File: config.mk
export PLATFORM = sky130hd
export DESIGN_NAME = mc_ctrl_fsm
export DESIGN_NICKNAME = d
export VERILOG_FILES = /design/src/rtl/mc_ctrl_fsm.sv
export SDC_FILE = /design/constraint.sdc
export NUM_CORES = 1
export LEC_CHECK = 0
export ABC_AREA = 0
export CAP_MARGIN = 20
export CORE_MARGIN = 4
export CORE_UTILIZATION = 39
export CTS_BUF_LIST = sky130_fd_sc_hd__clkbuf_16
export CTS_CLUSTER_DIAMETER = 30
export CTS_CLUSTER_SIZE = 14
export DETAILED_ROUTE_END_ITERATION = 7
export PLACE_DENSITY = 0.68
export SLEW_MARGIN = 10
export SYNTH_ARGS = -nofsm -noshare
export SYNTH_HDL_FRONTEND = slang
export SYNTH_SLANG_ARGS = --single-unit
export TNS_END_PERCENT = 50
File: constraint.sdc
create_clock -name clk -period 1.95 [get_ports clk]
set_clock_uncertainty 0.2 [all_clocks]
set_input_delay 0.39 -clock clk [delete_from_list [all_inputs] [get_ports clk]]
set_output_delay 0.39 -clock clk [all_outputs]
set_load 0.02 [all_outputs]
File: src/rtl/mc_ctrl_fsm.sv
// Multicycle IF/ID/EX/MEM/WB control unit with a memory ready handshake,
// a stall watchdog and a sticky TRAP state for illegal opcodes and timeouts.
module mc_ctrl_fsm #(
    parameter int unsigned ALU_CNTRL_W = 3,
    parameter int unsigned MEM_TIMEOUT = 15
) (
    input  logic                   clk,
    input  logic                   reset,
    input  logic [5:0]             opcode,
    input  logic [5:0]             funct,
    input  logic                   mem_ready,
    output logic                   mem_req,
    output logic                   instrReg,
    output logic                   PCReg,
    output logic                   R_rsReg,
    output logic                   R_rtReg,
    output logic                   addrGen,
    output logic                   RegWr,
    output logic                   MemWr,
    output logic [1:0]             RegDst,
    output logic                   ALUSrc,
    output logic [ALU_CNTRL_W-1:0] ALUcntrl,
    output logic [1:0]             MemToReg,
    output logic                   jump,
    output logic                   beq,
    output logic                   bne,
    output logic                   illegal,
    output logic                   timeout,
    output logic [2:0]             state_o
);

    localparam int unsigned CNT_W = (MEM_TIMEOUT > 0) ? $clog2(MEM_TIMEOUT + 1) : 1;
    localparam logic [CNT_W-1:0] CNT_MAX = CNT_W'(MEM_TIMEOUT);
    localparam logic WD_ON = (MEM_TIMEOUT != 0);

    localparam logic [5:0] OP_RTYPE = 6'h00;
    localparam logic [5:0] OP_J     = 6'h02;
    localparam logic [5:0] OP_JAL   = 6'h03;
    localparam logic [5:0] OP_BEQ   = 6'h04;
    localparam logic [5:0] OP_BNE   = 6'h05;
    localparam logic [5:0] OP_ADDI  = 6'h08;
    localparam logic [5:0] OP_XORI  = 6'h0e;
    localparam logic [5:0] OP_LW    = 6'h23;
    localparam logic [5:0] OP_SW    = 6'h2b;

    localparam logic [5:0] FN_JR    = 6'h08;
    localparam logic [5:0] FN_ADD   = 6'h20;
    localparam logic [5:0] FN_SUB   = 6'h22;
    localparam logic [5:0] FN_SLT   = 6'h2a;

    localparam logic [1:0] ALU_ADD = 2'd0;
    localparam logic [1:0] ALU_SUB = 2'd1;
    localparam logic [1:0] ALU_XOR = 2'd2;
    localparam logic [1:0] ALU_SLT = 2'd3;

    typedef enum logic [2:0] {
        S_IF   = 3'd0,
        S_ID   = 3'd1,
        S_EX   = 3'd2,
        S_MEM  = 3'd3,
        S_WB   = 3'd4,
        S_TRAP = 3'd5
    } state_t;

    typedef struct packed {
        logic [1:0] reg_dst;
        logic       alu_src;
        logic [1:0] alu;
        logic [1:0] mem_to_reg;
        logic       jump;
        logic       beq;
        logic       bne;
        logic       wb;
        logic       mem;
        logic       store;
    } dec_t;

    state_t           state;
    state_t           id_next;
    dec_t             dec_q;
    dec_t             dec_n;
    logic             id_pc;
    logic [CNT_W-1:0] stall_cnt;
    logic             in_mem_phase;
    logic             expire;

    assign in_mem_phase = (state == S_IF) || (state == S_MEM);
    // A ready in the expiry cycle completes the access instead of trapping.
    assign expire = WD_ON && in_mem_phase && !mem_ready && (stall_cnt == CNT_MAX);

    always_comb begin
        dec_n   = '0;
        id_next = S_TRAP;
        id_pc   = 1'b0;
        case (opcode)
            OP_RTYPE: begin
                case (funct)
                    FN_ADD: begin
                        dec_n.alu = ALU_ADD;
                        dec_n.wb  = 1'b1;
                        id_next   = S_EX;
                    end
                    FN_SUB: begin
                        dec_n.alu = ALU_SUB;
                        dec_n.wb  = 1'b1;
                        id_next   = S_EX;
                    end
                    FN_SLT: begin
                        dec_n.alu = ALU_SLT;
                        dec_n.wb  = 1'b1;
                        id_next   = S_EX;
                    end
                    FN_JR: begin
                        dec_n.jump = 1'b1;
                        id_pc      = 1'b1;
                        id_next    = S_IF;
                    end
                    default: ;
                endcase
            end
            OP_LW: begin
                dec_n.reg_dst    = 2'd2;
                dec_n.alu_src    = 1'b1;
                dec_n.alu        = ALU_ADD;
                dec_n.mem_to_reg = 2'd1;
                dec_n.wb         = 1'b1;
                dec_n.mem        = 1'b1;
                id_next          = S_EX;
            end
            OP_SW: begin
                dec_n.alu_src = 1'b1;
                dec_n.mem     = 1'b1;
                dec_n.store   = 1'b1;
                id_next       = S_EX;
            end
            OP_BEQ: begin
                dec_n.alu = ALU_SUB;
                dec_n.beq = 1'b1;
                id_next   = S_EX;
            end
            OP_BNE: begin
                dec_n.alu = ALU_SUB;
                dec_n.bne = 1'b1;
                id_next   = S_EX;
            end
            OP_XORI: begin
                dec_n.reg_dst = 2'd2;
                dec_n.alu_src = 1'b1;
                dec_n.alu     = ALU_XOR;
                dec_n.wb      = 1'b1;
                id_next       = S_EX;
            end
            OP_ADDI: begin
                dec_n.reg_dst = 2'd2;
                dec_n.alu_src = 1'b1;
                dec_n.alu     = ALU_ADD;
                dec_n.wb      = 1'b1;
                id_next       = S_EX;
            end
            OP_JAL: begin
                dec_n.reg_dst    = 2'd1;
                dec_n.mem_to_reg = 2'd2;
                dec_n.jump       = 1'b1;
                dec_n.wb         = 1'b1;
                id_next          = S_WB;
            end
            OP_J: begin
                dec_n.jump = 1'b1;
                id_pc      = 1'b1;
                id_next    = S_IF;
            end
            default: ;
        endcase
    end

    always_ff @(posedge clk) begin
        if (reset) begin
            state     <= S_IF;
            dec_q     <= '0;
            stall_cnt <= '0;
            illegal   <= 1'b0;
            timeout   <= 1'b0;
        end else begin
            case (state)
                S_IF: begin
                    if (mem_ready) begin
                        state <= S_ID;
                    end else if (expire) begin
                        state   <= S_TRAP;
                        timeout <= 1'b1;
                    end
                end
                S_ID: begin
                    dec_q <= dec_n;
                    state <= id_next;
                    if (id_next == S_TRAP) begin
                        illegal <= 1'b1;
                    end
                end
                S_EX: begin
                    if (dec_q.mem) begin
                        state <= S_MEM;
                    end else if (dec_q.wb) begin
                        state <= S_WB;
                    end else begin
                        state <= S_IF;
                    end
                end
                S_MEM: begin
                    if (mem_ready) begin
                        state <= dec_q.wb ? S_WB : S_IF;
                    end else if (expire) begin
                        state   <= S_TRAP;
                        timeout <= 1'b1;
                    end
                end
                S_WB:    state <= S_IF;
                S_TRAP:  state <= S_TRAP;
                default: state <= S_IF;
            endcase

            if (WD_ON && in_mem_phase && !mem_ready && !expire) begin
                stall_cnt <= stall_cnt + 1'b1;
            end else begin
                stall_cnt <= '0;
            end
        end
    end

    // Strobes are decoded from state and decode register, and gated by reset.
    always_comb begin
        mem_req  = 1'b0;
        instrReg = 1'b0;
        PCReg    = 1'b0;
        R_rsReg  = 1'b0;
        R_rtReg  = 1'b0;
        addrGen  = 1'b0;
        RegWr    = 1'b0;
        MemWr    = 1'b0;
        if (!reset) begin
            case (state)
                S_IF: begin
                    mem_req  = 1'b1;
                    instrReg = 1'b1;
                    PCReg    = mem_ready;
                end
                S_ID: begin
                    R_rsReg = 1'b1;
                    R_rtReg = 1'b1;
                    addrGen = 1'b1;
                    PCReg   = id_pc;
                end
                S_EX: begin
                    PCReg = dec_q.beq | dec_q.bne;
                end
                S_MEM: begin
                    mem_req = 1'b1;
                    MemWr   = dec_q.store;
                end
                S_WB: begin
                    RegWr = 1'b1;
                    PCReg = dec_q.jump;
                end
                default: ;
            endcase
        end
    end

    assign state_o  = state;
    assign RegDst   = dec_q.reg_dst;
    assign ALUSrc   = dec_q.alu_src;
    assign ALUcntrl = ALU_CNTRL_W'(dec_q.alu);
    assign MemToReg = dec_q.mem_to_reg;
    assign jump     = dec_q.jump;
    assign beq      = dec_q.beq;
    assign bne      = dec_q.bne;

endmodule

==> flow_summary_export.csv <==
group,metric,value,unit
status,status,"finished with violations",
status,failed_checks,"negative setup slack",
critical_path,crit_start,"funct[3]",
finish,drive_gt1_frac,0.409,
worst_hold_path,hp-start,"illegal",
critical_path,end_kind,"output port",
clock_tree,numCtsBuffers,3,
finish,fin_area,2210,µm²
placement,io_buffers,37,
logic_synthesis,syn_nets,181,
global_routing,antenna_found_initial,0,
critical_path,rr_startpoint,"state_o[0]",
logic_synthesis,syn_area,1320,µm²
sta,drv_slew,0,
routing,drtIter0Drc,97,
critical_path,r2r_slack,0.15,ns
critical_path,path_class,"primary input to output port",
routing,antenna_left,0,
floorplan,die_area,4360,µm²
finish,diodes,0,
logic_synthesis,synth_cell_types,45,
logic_synthesis,ys_dominant_reg_cell,"dfxtp_1",
logic_synthesis,synth_area_leaders,"dfxtp_1 (32%), buf_4 (6.3%), buf_6 (6.0%)",
clock_tree,cts_hold_buf,0,
clock_tree,htree_levels,1,
sta,max_freq,453,MHz
logic_synthesis,synthArstFlopShare,0,
routing,via_count,1482,
logic_synthesis,ys_warn_count,0,
finish,n_fill_cell,229,
sta,finalWorstSetupSlack,-0.255,ns
power_and_ir_drop,vdd_drop_max,724,µV
global_routing,grt_pass1_wl,6350,µm
placement,place_congestion,0.893,
sta,setup-tns-final,-0.301,ns
run,maxCapViolCount,0,
floorplan,pin_count,39,
routing,post_drt_wl_per_cell,14.6,µm
global_routing,grt_pass1_vias,1415,
clock_tree,cts_tree,"done",
logic_synthesis,syn_area_per_cell,7.97,µm²
global_routing,grt_max_degree,14,
logic_synthesis,synth_top_cell_by_area,"dfxtp_1",
routing,via_per_inst,5.31,
routing,drcViolationCount,0,
sta,finalCritPeriodShare,1.13,
critical_path,crit_fanout,2,
logic_synthesis,yosys.area.top_type_share,0.320,
clock_tree,clock_sinks,21,
routing,routed_wl,4070,µm
floorplan,fp.dieH,66.1,µm
global_routing,track_usage,0.183,
floorplan,num_rows,20,
sta,period_minus_slack,2.21,ns
clock_tree,clk_latency,0.25,ns
floorplan,core,3130,µm²
floorplan,start_util,0.420,
sta,finalHoldViolCount,0,
sta,rsz0062_at_grt,"yes",
floorplan,chipWidth,66.1,µm
logic_synthesis,synth-edff-count,0,
logic_synthesis,synth_cells,165,
power_and_ir_drop,p_per_area,568,nW/µm²
global_routing,grt_overflow_total,0,
clock_tree,clk_path_buf_depth,2,
critical_path,crit_required,1.36,ns
logic_synthesis,ys_ff_latch,21,
finish,area_delta_synth_final,67.9,%
clock_tree,clock-root-buffer,"clkbuf_16",
placement,postPlaceCellArea,1900,µm²
sta,fin_hold_ws,0.247,ns
placement,hpwl,2780,µm
routing,dr.pass1.iters,4,
sta,setup_viol,3,
power_and_ir_drop,p_leak,0.941,nW
placement,place_ws,-1.14,ns
critical_path,worstPathArrival,1.62,ns
critical_path,cp-start-kind,"primary input",
finish,fin_nets,252,
worst_hold_path,hold_path.class,"register to register",
clock_tree,cts.reportedPaths.clkPinSlew,0.05,ns
logic_synthesis,seq_area_frac_synth,0.320,
[cells in the mapped netlist, types with 2 or more instances]
| library cell | count |
|---|---|
| nand2b_1 | 5 |
| nand4_1 | 2 |
| xor2_1 | 2 |
| o31ai_1 | 2 |
| mux2i_1 | 2 |
| nor2_1 | 18 |
| a31oi_1 | 2 |
| nand2_1 | 14 |
| and3_1 | 2 |
| nor3_1 | 9 |
| nand3_1 | 7 |
| clkbuf_1 | 3 |
| xnor2_1 | 3 |
| nor2b_1 | 2 |
| o21ai_0 | 5 |
| inv_1 | 6 |
| o22ai_1 | 2 |
| a21oi_1 | 12 |
| dfxtp_1 | 21 |
| a211oi_1 | 3 |
| a22oi_1 | 3 |
| buf_4 | 11 |
| buf_6 | 7 |
[flip-flops by register name, summed over array words and instances, names as in the netlist]
name,cells
ALUSrc,1
ALUcntrl,2
MemToReg,1
RegDst,2
beq,1
bne,1
dec_q,3
illegal,1
jump,1
stall_cnt,4
state_o,3
timeout,1
[layout make-up]
| type | instances | area, µm² | area share |
|---|---|---|---|
| timing repair buffer | 87 | 738 | 0.334 |
| clock buffer | 3 | 75.1 | 0.0340 |
| sequential | 21 | 424 | 0.192 |
| multi-input combinational | 117 | 890 | 0.403 |
| tap | 44 | 55.1 | 0.0249 |
| clock inverter | 1 | 3.75 | 0.00170 |
| inverter | 6 | 22.5 | 0.0102 |
[power breakdown]
part	leakage (nW)	internal [mW]	total (mW)	switching [mW]
clock	0.0423	0.273	0.421	0.148
combinational	0.727	0.178	0.375	0.196
sequential	0.172	0.448	0.459	0.0106
[cells in the final DEF, fill, tap and decap left out, types with 2 or more instances in the layout]
cell type	count
dfxtp_1	18
o21ai_1	2
buf_6	9
xnor2_1	3
nand2b_1	3
inv_1	6
nor3_1	6
a21oi_2	2
buf_2	4
mux2i_1	2
buf_4	47
nor2b_4	2
nor2_1	14
dlygate4sd2_1	7
nand4_1	2
nor2_4	3
xor2_1	2
o21ai_0	4
clkbuf_16	3
a31oi_1	2
o22ai_1	2
clkbuf_2	2
nand2b_4	2
dlymetal6s2s_1	5
nand3_1	7
a22oi_1	3
nand2_1	14
and3_1	2
clkdlybuf4s50_1	12
a211oi_1	2
a21oi_1	10
dfxtp_2	3
nor3_4	3
[critical path, cell delays in order]
cell and delay [ns]:
dlygate4sd2_1 0.27, nand2b_4 0.08, nor3b_4 0.23, o2111ai_4 0.19
a221oi_4 0.30, buf_6 0.15
[through the flow]
stage,total power [mW],instances,utilization
5_1_grt,1.32,279,0.706
3_3_place_gp,0.792,262,0.607
4_1_cts,1.23,275,0.665
6_report,1.25,279,0.706
3_5_place_dp,0.799,262,0.607
2_1_floorplan,0.661,165,-
[path summary, 6_finish.rpt]
path                                  to  depth (start not counted)
worst min register to register   illegal                          2
worst min-delay path             illegal                          2
worst max-delay path               PCReg                          6
worst max register to register  dec_q[2]                          7
[kinds of logic after synthesis]
logic type	share of synthesized area
other cells	0.00285
simple gates	0.279
flops	0.320
xor+xnor	0.0333
buf+inv	0.148
mux	0.0152
compound gates	0.192
fa+ha+maj	0.00951
[repair_timing]
item | 4_1_cts | 5_1_grt
buffers inserted | 10 | 4
resized for setup | 77 | 28
pin swaps | 10 | 11
setup endpoints to repair | 17 | 18
[layer usage]
metal	vias to the layer above	routed length (µm)	GRT usage
li1	717	-	-
met1	703	1660	0.215
met2	58	2140	0.350
met3	4	255	0.0340
met4	0	19	0.0228
met5	-	0	0
No activity file was read; power rests on OpenSTA's default activity.
